**src/rtl/group_spike_encoder.sv**
```systemverilog
// Group spike encoder: folds PDE-phase spike events into per-group codes and double-buffers them
// for the consumer. Optional macro SPIKE_CNT_EN adds registered popcounts of the published maps.
module group_spike_encoder #(
    parameter int N_NUM = 32,
    parameter int G_NUM = 4,
    parameter int N_SZ  = 5,
    parameter int G_SZ  = 2
) (
    input  logic             clk,
    input  logic             rst,
    input  logic [2:0]       state,
    input  logic             spike_valid,
    input  logic             spike_src,
    input  logic [N_SZ-1:0]  spike_idx,
    input  logic             gs_ready,
    output logic [G_NUM-1:0] GS_code_0,
    output logic [G_NUM-1:0] GS_code_1,
    output logic [N_NUM-1:0] spike_map_0,
    output logic [N_NUM-1:0] spike_map_1,
    output logic             shift_en,
    output logic             busy,
    output logic [7:0]       drop_cnt,
    output logic [N_SZ:0]    spike_cnt_0,
    output logic [N_SZ:0]    spike_cnt_1,
    output logic [1:0]       dbg_state
);

    localparam logic [2:0] PDE   = 3'b100;
    localparam int         GRP_W = N_NUM >> G_SZ;

    typedef enum logic [1:0] {
        IDLE    = 2'd0,
        COLLECT = 2'd1,
        PUBLISH = 2'd2
    } fsm_t;

    fsm_t             state_q, state_d;
    logic [N_NUM-1:0] pend_0, pend_1;
    logic [G_NUM-1:0] code_d0, code_d1;
    logic             consumed;
    logic             in_pde, accept, publish, drop;

    // Handshake: spike_valid has no back-pressure, so an event is either accepted in COLLECT
    // or dropped and counted. shift_en marks new codes; gs_ready (pulse or level) releases them.
    assign in_pde = (state == PDE);

    for (genvar g = 0; g < G_NUM; g++) begin : g_code
        assign code_d0[g] = |pend_0[g*GRP_W +: GRP_W];
        assign code_d1[g] = |pend_1[g*GRP_W +: GRP_W];
    end

    always_comb begin
        state_d = state_q;
        accept  = 1'b0;
        publish = 1'b0;
        unique case (state_q)
            IDLE: begin
                if (in_pde) state_d = COLLECT;
            end
            COLLECT: begin
                if (in_pde) accept  = spike_valid;
                else        state_d = PUBLISH;
            end
            PUBLISH: begin
                if (consumed) begin
                    publish = 1'b1;
                    state_d = IDLE;
                end
            end
            default: state_d = IDLE;
        endcase
    end

    assign drop = spike_valid & ~accept;

    always_ff @(posedge clk) begin
        if (!rst) begin
            state_q     <= IDLE;
            consumed    <= 1'b1;
            pend_0      <= '0;
            pend_1      <= '0;
            GS_code_0   <= '0;
            GS_code_1   <= '0;
            spike_map_0 <= '0;
            spike_map_1 <= '0;
            shift_en    <= 1'b0;
            drop_cnt    <= '0;
        end else begin
            state_q  <= state_d;
            shift_en <= publish;
            if (drop && drop_cnt != 8'hff) drop_cnt <= drop_cnt + 8'd1;
            if (publish) begin
                GS_code_0   <= code_d0;
                GS_code_1   <= code_d1;
                spike_map_0 <= pend_0;
                spike_map_1 <= pend_1;
                pend_0      <= '0;
                pend_1      <= '0;
                // Empty codes are never acknowledged, so they must not block the next round.
                consumed    <= (code_d0 == '0) && (code_d1 == '0);
            end else begin
                if (accept && !spike_src) pend_0[spike_idx] <= 1'b1;
                if (accept &&  spike_src) pend_1[spike_idx] <= 1'b1;
                if (gs_ready) consumed <= 1'b1;
            end
        end
    end

`ifdef SPIKE_CNT_EN
    function automatic logic [N_SZ:0] popcount(input logic [N_NUM-1:0] m);
        logic [N_SZ:0] sum;
        sum = '0;
        for (int i = 0; i < N_NUM; i++) sum = sum + {{N_SZ{1'b0}}, m[i]};
        return sum;
    endfunction

    always_ff @(posedge clk) begin
        if (!rst) begin
            spike_cnt_0 <= '0;
            spike_cnt_1 <= '0;
        end else if (publish) begin
            spike_cnt_0 <= popcount(pend_0);
            spike_cnt_1 <= popcount(pend_1);
        end
    end
`else
    assign spike_cnt_0 = '0;
    assign spike_cnt_1 = '0;
`endif

    assign busy      = (state_q != IDLE);
    assign dbg_state = state_q;

endmodule

```
**config.mk**
```make
export PLATFORM = sky130hd
export DESIGN_NAME = group_spike_encoder
export DESIGN_NICKNAME = d
export VERILOG_FILES = /design/src/rtl/group_spike_encoder.sv
export SDC_FILE = /design/constraint.sdc
export NUM_CORES = 1
export LEC_CHECK = 0
export BUFFER_PORTS_ARGS = -buffer_cell sky130_fd_sc_hd__clkbuf_2
export CORE_UTILIZATION = 29
export CTS_BUF_LIST = sky130_fd_sc_hd__clkbuf_4 sky130_fd_sc_hd__clkbuf_8
export CTS_CLUSTER_DIAMETER = 60
export CTS_CLUSTER_SIZE = 14
export DETAILED_ROUTE_END_ITERATION = 6
export SLEW_MARGIN = 20
export SYNTH_ARGS = -nofsm -noshare
export SYNTH_HDL_FRONTEND = slang
export SYNTH_SLANG_ARGS = --single-unit
```
**constraint.sdc**
```tcl
create_clock -name clk -period 1.95 [get_ports clk]
set_clock_uncertainty 0.05 [all_clocks]
set_input_delay 0.39 -clock clk [delete_from_list [all_inputs] [get_ports clk]]
set_output_delay 0.39 -clock clk [all_outputs]
set_load 0.05 [all_outputs]
```
==> run metrics, run 1 <==
Port Buf Inserts 96; Worst Path Class, Setup flop to output pin; slowest CP cell sky130_fd_sc_hd__dfxtp_1; endpoint of the worst register-to-register path drop_cnt[5]; FF-to-FF path depth 5; number of flops mapped to enable cells by yosys 0; net switching power 0.00130 W; filler-free cell count of the finished design 840; number of vias after detailed routing 4,059; source-to-sink clock delay at the later pin of the worst-skew pair 0.45 ns; Wirelength per Cell 15.7 um; Antenna Nets Post-Route 0; Worst Setup End Kind output pin; share of power burned in the clock network 0.423; Die Y 136 um; element type at the critical path start flop; IO Pins 109; sequential fraction of design power 0.535; full die area 18,400 um^2; TritonRoute pass-1 iters 4; TritonCTS clock tree built; sum of overflow across all layers after global routing 0; GRT Overall Usage 0.148; Max Transition Viols Final 0; endpoint of the worst setup timing path busy; switching portion of total power 0.230; diode count 0; highest ir drop seen on vdd 0.000448 V; maximum number of pins on one net before global-route repair 45; iteration-0 DRC count of the detailed router 290; Arrival @ worst endpoint 1.35 ns; Clock H-tree levels 4; via count of the first global-routing pass 3,921; global placement routability congestion 0.746; cell at the root of the clock tree sky130_fd_sc_hd__clkbuf_8; pin slew with the least headroom to its limit 0.607 ns; num rows 48; part of the Yosys area used for sequential elements 0.571; power density over cell area 892 nW/um^2; share of synthesized cell area in and, or, nand and nor gates 0.162; deepest clock path buffer count 2; max-cap viol count 0; share of layout cells above drive strength 1 0.283; number of hold buffers added after cts 0; internal power 0.00436 W; Mapped Avg Cell Area 10.5 um^2; Post-Route WL 13.2 mm; total setup violations reported at the end of the flow 0; adder and majority gate portion of the synthesized area 0.00241; endpoint required time on the critical path 1.51 ns; share of the synthesized area in compound gates (AO/OA/AOI/OAI) 0.207; worst reg2reg path startpoint drop_cnt[0]; register bit count reported by yosys 148; most common flop cell mapped by yosys sky130_fd_sc_hd__dfxtp_1; highest attainable clock frequency 558 MHz; Final period util 0.919; Synthesis Warnings 0; Die X-Extent 136 um; maximum single-stage delay on the critical path 0.37 ns; Worst Hold Class input port to flop; outcome completed; unique cell type count in the Yosys netlist 41; Netlist Area Pre-Place 5190 um^2; startpoint of the worst setup timing path dbg_state[1]; count of mapped cells out of synthesis 493; share of synthesized area spent on multiplexers 0.00193; post-layout net count 617; number of failing hold endpoints at the final stage 0; effective utilization at floorplan 0.299; Vias/cell 4.83; combinational family with the most area after synthesis compound AO/OA/AOI/OAI gates; Clock Sink Count 148; cell-by-cell trace of the critical path or2_2, clkbuf_2; global-route wire length before repair 20.8 mm; Worst R2R Setup Slack 0.21 ns; core area 17,400 um^2; post-CTS setup repair buffer count 0; clock buffer count from CTS 17; DRC Markers 0; total instance count after detailed placement 809; post-layout min period 1.79 ns; parity-gate share of the synthesized area counting xor and xnor cells 0; critical path peak fanout 6; antenna violations before repair 0; post-detail-place hpwl 9.31 mm; async set or reset register ratio after synthesis 0; combinational power share 0.042; synthesis-to-layout area growth 22.5%; RSZ-0062 raised after global routing no; worst relative slew slack 0.594; sum of negative setup slack 0 ns; cell leakage power 2.73 nW; clock slew seen by the registers of the worst setup and hold paths 0.08 ns; post-cts repair resize count 0
[per-layer routing]
layer	global-route usage	vias up	share of wire	wire [um]
met5	0	-	0	0
met4	0.0449	0	0.0083	109
met3	0.0572	9	0.068	891
met2	0.240	117	0.47	6200
met1	0.180	1924	0.45	5990
li1	-	2009	-	-
[state kept, by name, summed over array words and instances, names as in the netlist]
name,cells
pend_0,32
pend_1,32
spike_map_0,32
spike_map_1,32
drop_cnt,8
GS_code_0,4
GS_code_1,4
dbg_state,2
consumed,1
shift_en,1
[power by group through the flow]
stage | Combinational, W | Sequential, W | Clock, W
after floorplan | 0.000192 | 0.00311 | 0
after global placement | 0.000232 | 0.00310 | 0
after detailed placement | 0.000240 | 0.00310 | 0
after CTS | 0.000241 | 0.00303 | 0.00246
after global routing | 0.000256 | 0.00303 | 0.00259
final | 0.000240 | 0.00303 | 0.00240
[worst max-delay path: cells and delay by family (launching register included)]
| family | cells | cell delay (ns) |
|---|---|---|
| buffers and inverters | 1 | 0.23 |
| and+or+nand+nor | 1 | 0.30 |
| DFF | 1 | 0.37 |
[how the worst min path moves through the flow]
stage	start	to	slack, ns	depth (start not counted)
after floorplan	pend_0[0]	pend_0[0]	0.41	2
after global placement	spike_map_0[3]	spike_map_0[3]	0.42	1
after detailed placement	spike_map_1[14]	spike_map_1[14]	0.42	1
after CTS	gs_ready	consumed	0.09	2
after global routing	gs_ready	consumed	0.11	2
final	gs_ready	consumed	0.12	2
[layout make-up]
class | count | area [um^2]
Clock buffer | 23 | 304
Clock inverter | 8 | 100
Fill cell | 1707 | 11000
Inverter | 4 | 15.0
Multi-Input combinational cell | 311 | 2000
Sequential cell | 148 | 2960
Tap cell | 225 | 282
Timing Repair Buffer | 121 | 693
[per-stage QoR]
step / setup WS, ns / power (W) / instance area (um^2) / hold WS (ns) / util
after floorplan: 0.0366 / 0.00331 / 5230 / 0.410 / -
after global placement: 0.103 / 0.00333 / 5950 / 0.415 / 0.343
after detailed placement: 0.0233 / 0.00334 / 5950 / 0.415 / 0.343
after CTS: 0.123 / 0.00573 / 6350 / 0.0918 / 0.366
after global routing: 0.0962 / 0.00587 / 6350 / 0.107 / 0.366
final: 0.158 / 0.00567 / 6350 / 0.122 / 0.366
[synth_stat cells, types with 2 or more instances]
library cell / instances / area (um^2)
sky130_fd_sc_hd__nand3_1: 4 / 20.0
sky130_fd_sc_hd__a22o_1: 72 / 631
sky130_fd_sc_hd__o41ai_1: 3 / 26.3
sky130_fd_sc_hd__nand4_1: 5 / 31.3
sky130_fd_sc_hd__o31ai_1: 3 / 22.5
sky130_fd_sc_hd__dfxtp_1: 148 / 2960
sky130_fd_sc_hd__or4_1: 3 / 22.5
sky130_fd_sc_hd__a21oi_1: 72 / 360
sky130_fd_sc_hd__or3_1: 2 / 12.5
sky130_fd_sc_hd__nor2_1: 69 / 259
sky130_fd_sc_hd__buf_4: 12 / 90.1
sky130_fd_sc_hd__buf_2: 15 / 75.1
sky130_fd_sc_hd__nand2b_1: 2 / 12.5
sky130_fd_sc_hd__nand2_1: 15 / 56.3
sky130_fd_sc_hd__nor3_1: 2 / 10.0
sky130_fd_sc_hd__o21ai_0: 2 / 10.0
sky130_fd_sc_hd__nor3b_2: 3 / 37.5
sky130_fd_sc_hd__nor4_1: 17 / 106
sky130_fd_sc_hd__inv_1: 3 / 11.3
sky130_fd_sc_hd__nor4_4: 8 / 170
sky130_fd_sc_hd__or2_2: 2 / 12.5
sky130_fd_sc_hd__clkbuf_1: 3 / 11.3
sky130_fd_sc_hd__and3_1: 3 / 18.8
sky130_fd_sc_hd__buf_1: 6 / 22.5
sky130_fd_sc_hd__clkbuf_8: 3 / 41.3
[cells by family (layout without fill, tap and decap cells)]
group,after synthesis,count (layout)
AO/OA/AOI/OAI,155,155
flip-flops,148,148
AND/OR/NAND/NOR,142,142
buffers and inverters,45,156
adder cells (fa/ha/maj),1,1
other,1,12
multiplexers,1,1
[layout by cell type, fill, tap and decap left out, drive strengths merged]
master	n
and3	3
or3	2
o41ai	3
bufinv	2
o31a	1
inv	4
nor3b	3
ha	1
nor3	2
nor2b	1
o311ai	1
mux2i	1
buf	25
or3b	2
nand2	16
or4	3
and3b	1
conb	12
a22o	72
nor4	25
nand3	4
o31ai	3
nand3b	1
dfxtp	148
or2b	1
nand2b	2
o21ai	3
clkinv	5
nor2	69
clkinvlp	1
a21oi	72
or2	2
clkbuf	119
nand4	5
(Power assumes the default switching activity.)
==> run 2: changes to the inputs <==
--- a/config.mk
+++ b/config.mk
@@ -12,4 +12,6 @@
 export CTS_CLUSTER_SIZE = 14
 export DETAILED_ROUTE_END_ITERATION = 6
+export RECOVER_POWER = 50
+export REMOVE_ABC_BUFFERS = 1
 export SLEW_MARGIN = 20
 export SYNTH_ARGS = -nofsm -noshare
==> constraint.sdc (replaced) <==
create_clock -name clk -period 1.95 [get_ports clk]
set_clock_uncertainty 0.05 [all_clocks]
set_input_delay 0.0975 -clock clk [delete_from_list [all_inputs] [get_ports clk]]
set_output_delay 0.0975 -clock clk [all_outputs]
set_load 0.05 [all_outputs]
==> run metrics, run 2 (synthesis gave the netlist of run 1 again) <==
Worst Path Class, Setup input port to flop; sum of negative setup slack 0 ns; endpoint required time on the critical path 2.29 ns; final setup slack of the worst path 0.151 ns; element type at the critical path start input port; clock buffer count from CTS 17; cell leakage power 2.39 nW; fill count 1,768; num rows 48; TritonCTS clock tree built; IO Pins 109; Worst Hold Class input port to flop; RSZ-0062 raised after global routing no; critical path peak fanout 72; maximum single-stage delay on the critical path 0.52 ns; synthesis-to-layout area growth 20.1%; TritonRoute pass-1 iters 5; outcome completed; most common cell after layout, fill and taps aside sky130_fd_sc_hd__dfxtp_1; most frequent cells in the layout sky130_fd_sc_hd__dfxtp_1, sky130_fd_sc_hd__clkbuf_1, sky130_fd_sc_hd__a22o_1, sky130_fd_sc_hd__a21oi_1, sky130_fd_sc_hd__nor2_1; Buffers & Inverters on Critical Path 4; core area 17,400 um^2; power density over cell area 945 nW/um^2; post-detail-place hpwl 8.96 mm; highest attainable clock frequency 556 MHz; source-to-sink clock delay at the later pin of the worst-skew pair 0.45 ns; Port Buf Inserts 96; post-layout min period 1.80 ns; share of layout cells above drive strength 1 0.123; Final period util 0.923; global placement routability congestion 0.795; number of failing hold endpoints at the final stage 0; Wirelength per Cell 15.7 um; Arrival @ worst endpoint 2.13 ns; post-layout net count 609; Worst Setup End Kind flop; highest ir drop seen on vdd 0.000456 V; total setup violations reported at the end of the flow 0; deepest clock path buffer count 2; worst relative slew slack 0.425; Antenna Nets Post-Route 0; largest delay contributor family on the critical path buffers and inverters; antenna violations before repair 1; Clock Sink Count 148; Die Y 136 um; pin slew with the least headroom to its limit 0.857 ns; iteration-0 DRC count of the detailed router 239; post-CTS setup repair buffer count 0; Clock H-tree levels 4; max-cap viol count 0; clock slew seen by the registers of the worst setup and hold paths 0.08 ns; DRC Markers 0; sum of overflow across all layers after global routing 0; Vias/cell 4.87; cell-by-cell trace of the critical path dlygate4sd3_1, clkbuf_1, inv_1, a21oi_4, buf_6, a22o_1; number of vias after detailed routing 4,063; effective utilization at floorplan 0.299; global-route wire length before repair 20.3 mm; GRT Overall Usage 0.146; cell at the root of the clock tree sky130_fd_sc_hd__clkbuf_8; via count of the first global-routing pass 3,775; Setup WS pre-CTS 0.171 ns; Max Transition Viols Final 0; maximum number of pins on one net before global-route repair 73; slowest CP cell sky130_fd_sc_hd__dlygate4sd3_1; full die area 18,400 um^2; Die X-Extent 136 um; Post-Route WL 13.1 mm
[run 2: cell count changes in the layout (fill, tap and decap cells not counted), sizes merged, moves of 2 or more]
cell and delta:
inv +4, dlygate4sd3 +2, buf -15, bufinv +2
[run 2: worst register-to-register path, cell delays in order, from the launching register on]
cell	delay, ns
sky130_fd_sc_hd__dfxtp_1	0.36
sky130_fd_sc_hd__nand3b_4	0.17
sky130_fd_sc_hd__buf_4	0.21
sky130_fd_sc_hd__nor4_4	0.21
sky130_fd_sc_hd__clkbuf_1	0.43
sky130_fd_sc_hd__a21oi_1	0.14
sky130_fd_sc_hd__nor2_1	0.14
[run 2: where the power goes]
| group | switching (W) | internal, W |
|---|---|---|
| Combinational | 0.000195 | 0.0000436 |
| Sequential | 0.00000522 | 0.00302 |
| Clock | 0.00119 | 0.00143 |
| Total | 0.00139 | 0.00449 |
[run 2: through the flow]
step                      std cells  instance area, um^2  hold WS [ns]   util  power (W)
after floorplan                 463                 4960         0.180      -    0.00326
after global placement          799                 5900         0.272  0.340    0.00333
after detailed placement        799                 5900         0.286  0.340    0.00334
after CTS                       833                 6360        0.0399  0.367    0.00596
after global routing            834                 6230         0.125  0.359    0.00610
final                           834                 6230         0.119  0.359    0.00588
[run 2: final cells by class]
type | instances | area [um^2] | area share
inverters | 4 | 15.0 | 0.00241
well taps | 225 | 282 | 0.0452
multi-input cells | 311 | 1990 | 0.320
diodes | 1 | 2.50 | 0.000402
flip-flops and latches | 148 | 2960 | 0.476
clock buffers | 18 | 241 | 0.0388
clock inverters | 14 | 201 | 0.0323
repair buffers | 113 | 532 | 0.0854
[run 2: timing repair]
item                                   4_1_cts  5_1_grt
endpoints found under the hold margin        3        0
hold buffers                                 2        0
resized for setup                            0        0
[run 2: layer usage]
layer | GRT usage | wire, um | vias up
met2 | 0.228 | 6080 | 142
met3 | 0.0576 | 960 | 13
met1 | 0.178 | 5880 | 1918
met5 | 0 | 0 | -
met4 | 0.0574 | 178 | 0
li1 | - | - | 1990
[run 2: worst paths after layout]
check | from | endpoint | slack [ns] | cells past startpoint
setup reg to reg | dbg_state[1] | pend_0[12] | 0.17 | 6
setup / recovery | rst | spike_map_0[18] | 0.15 | 6
hold / removal | state[0] | dbg_state[0] | 0.12 | 3
hold reg to reg | GS_code_0[2] | GS_code_0[2] | 0.43 | 1
==> run 3: changes to the inputs <==
ABC_AREA = 1   (was default)
==> run metrics, run 3 <==
antenna violations before repair 0; library cell with the largest summed area after synthesis sky130_fd_sc_hd__dfxtp_1; most common cell after layout, fill and taps aside sky130_fd_sc_hd__dfxtp_1; global-route wire length before repair 23.5 mm; Clock H-tree levels 4; part of the Yosys area used for sequential elements 0.493; count of mapped cells out of synthesis 725; slowest CP cell sky130_fd_sc_hd__inv_4; clock slew seen by the registers of the worst setup and hold paths 0.08 ns; Buffers & Inverters on Critical Path 3; full die area 21,300 um^2; Die X-Extent 146 um; Arrival @ worst endpoint 2.04 ns; post-layout min period 1.76 ns; register area 2960 um^2; Die Y 146 um; top-count cell post-synth sky130_fd_sc_hd__dfxtp_1; Post-Route WL 14.4 mm; worst relative slew slack 0.554; final setup slack of the worst path 0.192 ns; Worst Path Class, Setup flop to flop; pin slew with the least headroom to its limit 0.671 ns; Yosys top cell area share 0.493; RSZ-0062 raised after global routing no; IO Pins 109; synthesis-to-layout area growth 15.2%; post-detail-place hpwl 10.3 mm; Setup WS pre-CTS 0.218 ns; Port Buf Inserts 96; diode count 0; Vias/cell 4.37; endpoint required time on the critical path 2.23 ns; effective utilization at floorplan 0.296; area of the multi-input gates 2360 um^2; num rows 52; max-cap viol count 0; Final period util 0.902; fill count 2,240; number of failing hold endpoints at the final stage 0; number of flops mapped to enable cells by yosys 0; largest delay contributor family on the critical path buffers and inverters; Clock Sink Count 148; Worst Setup End Kind flop; dominant cells by area after synthesis sky130_fd_sc_hd__dfxtp_1, sky130_fd_sc_hd__o21ai_2, sky130_fd_sc_hd__nand2_1; cell-by-cell trace of the critical path inv_1, nor2_1, nand2_2, nor2_4, inv_4, buf_4, o21ai_2; cell depth of the worst setup path 7; sum of negative setup slack 0 ns; FF-to-FF path depth 7; TritonCTS clock tree built; sum of overflow across all layers after global routing 0; share of layout cells above drive strength 1 0.165; Netlist Area Pre-Place 6010 um^2; Max Transition Viols Final 0; clock buffer count from CTS 17; number of vias after detailed routing 4,809; highest ir drop seen on vdd 0.000384 V; cell at the root of the clock tree sky130_fd_sc_hd__clkbuf_8; GRT Overall Usage 0.142; Antenna Nets Post-Route 0; maximum number of pins on one net before global-route repair 76; commonest cells in the synthesized netlist sky130_fd_sc_hd__dfxtp_1, sky130_fd_sc_hd__nand2_1, sky130_fd_sc_hd__nand3_1, sky130_fd_sc_hd__nor2_1, sky130_fd_sc_hd__inv_1; Worst Hold Class input port to flop; total setup violations reported at the end of the flow 0; power density over cell area 823 nW/um^2; register bit count reported by yosys 148; post-layout net count 831; core area 20,300 um^2; most common flop cell mapped by yosys sky130_fd_sc_hd__dfxtp_1; outcome completed; cell depth of the worst min-delay path 3; source-to-sink clock delay at the later pin of the worst-skew pair 0.45 ns; Wirelength per Cell 13.1 um; TritonRoute pass-1 iters 4; iteration-0 DRC count of the detailed router 274; Mapped Avg Cell Area 8.29 um^2; most frequent cells in the layout sky130_fd_sc_hd__dfxtp_1, sky130_fd_sc_hd__nand2_1, sky130_fd_sc_hd__clkbuf_1, sky130_fd_sc_hd__nor2_1, sky130_fd_sc_hd__nand3_1; highest attainable clock frequency 569 MHz; critical path peak fanout 36; deepest clock path buffer count 2; global placement routability congestion 0.741; maximum single-stage delay on the critical path 0.43 ns; async set or reset register ratio after synthesis 0; unique cell type count in the Yosys netlist 24; Synthesis Warnings 0; element type at the critical path start flop; DRC Markers 0; via count of the first global-routing pass 4,515; cell leakage power 2.48 nW
-- run 3: worst paths after layout --
check | from | to | slack (ns)
max | dbg_state[1] | spike_map_0[27] | 0.19
min | rst | drop_cnt[5] | 0.03
max reg2reg | dbg_state[1] | spike_map_0[27] | 0.19
min reg2reg | pend_1[6] | spike_map_1[6] | 0.43
-- run 3: kinds of logic (layout without fill, tap and decap cells) --
family / Yosys count / count (layout) / synth area share
fa+ha+maj: 1 / 1 / 0.00208
buf+inv: 131 / 225 / 0.114
other cells: 1 / 12 / 0.000624
simple gates: 293 / 293 / 0.209
compound gates: 147 / 147 / 0.176
xor+xnor: 4 / 4 / 0.00583
flops: 148 / 148 / 0.493
-- run 3: cell type report --
cell class                      count  share of cell area
Tap cell                          270              0.0488
Clock buffer                       24              0.0450
Clock inverter                      8              0.0143
Inverter                           84              0.0459
Timing Repair Buffer              109              0.0772
Multi-Input combinational cell    457               0.341
Sequential cell                   148               0.428
-- run 3: where the power goes --
part | internal [W] | switching (W)
clock network | 0.00131 | 0.00111
logic | 0.0000417 | 0.000202
registers | 0.00303 | 0.00000572
total | 0.00438 | 0.00132
-- run 3: repair_timing --
action | CTS | global route
buffers inserted | 0 | 0
resized for setup | 0 | 0
hold buffers | 3 | 0
endpoints found under the hold margin | 3 | 0
-- run 3: layer usage --
metal / global-route usage / vias to the layer above / wire length [um]
met5: 0 / - / 0
met4: 0.0411 / 0 / 156
met3: 0.0455 / 13 / 849
met2: 0.221 / 122 / 6590
met1: 0.189 / 2192 / 6830
li1: - / 2482 / -
-- run 3: through the flow --
stage                     instances  power, W  instance area [um^2]  hold WS (ns)  utilization
after floorplan                 689   0.00325                  5680         0.183            -
after global placement         1065   0.00335                  6640         0.331        0.327
after detailed placement       1065   0.00335                  6640         0.327        0.327
after CTS                      1100   0.00577                  7080       0.00514        0.349
after global routing           1100   0.00592                  6920        0.0328        0.341
final                          1100   0.00570                  6920        0.0265        0.341
-- run 3: worst reg2reg max path, delay by kind of cell (launching register included) --
family / cells / cell delay, ns
buffers and inverters: 3 / 0.88
AOI/OAI and AO/OA: 1 / 0.07
and+or+nand+nor: 3 / 0.29
DFF: 1 / 0.35
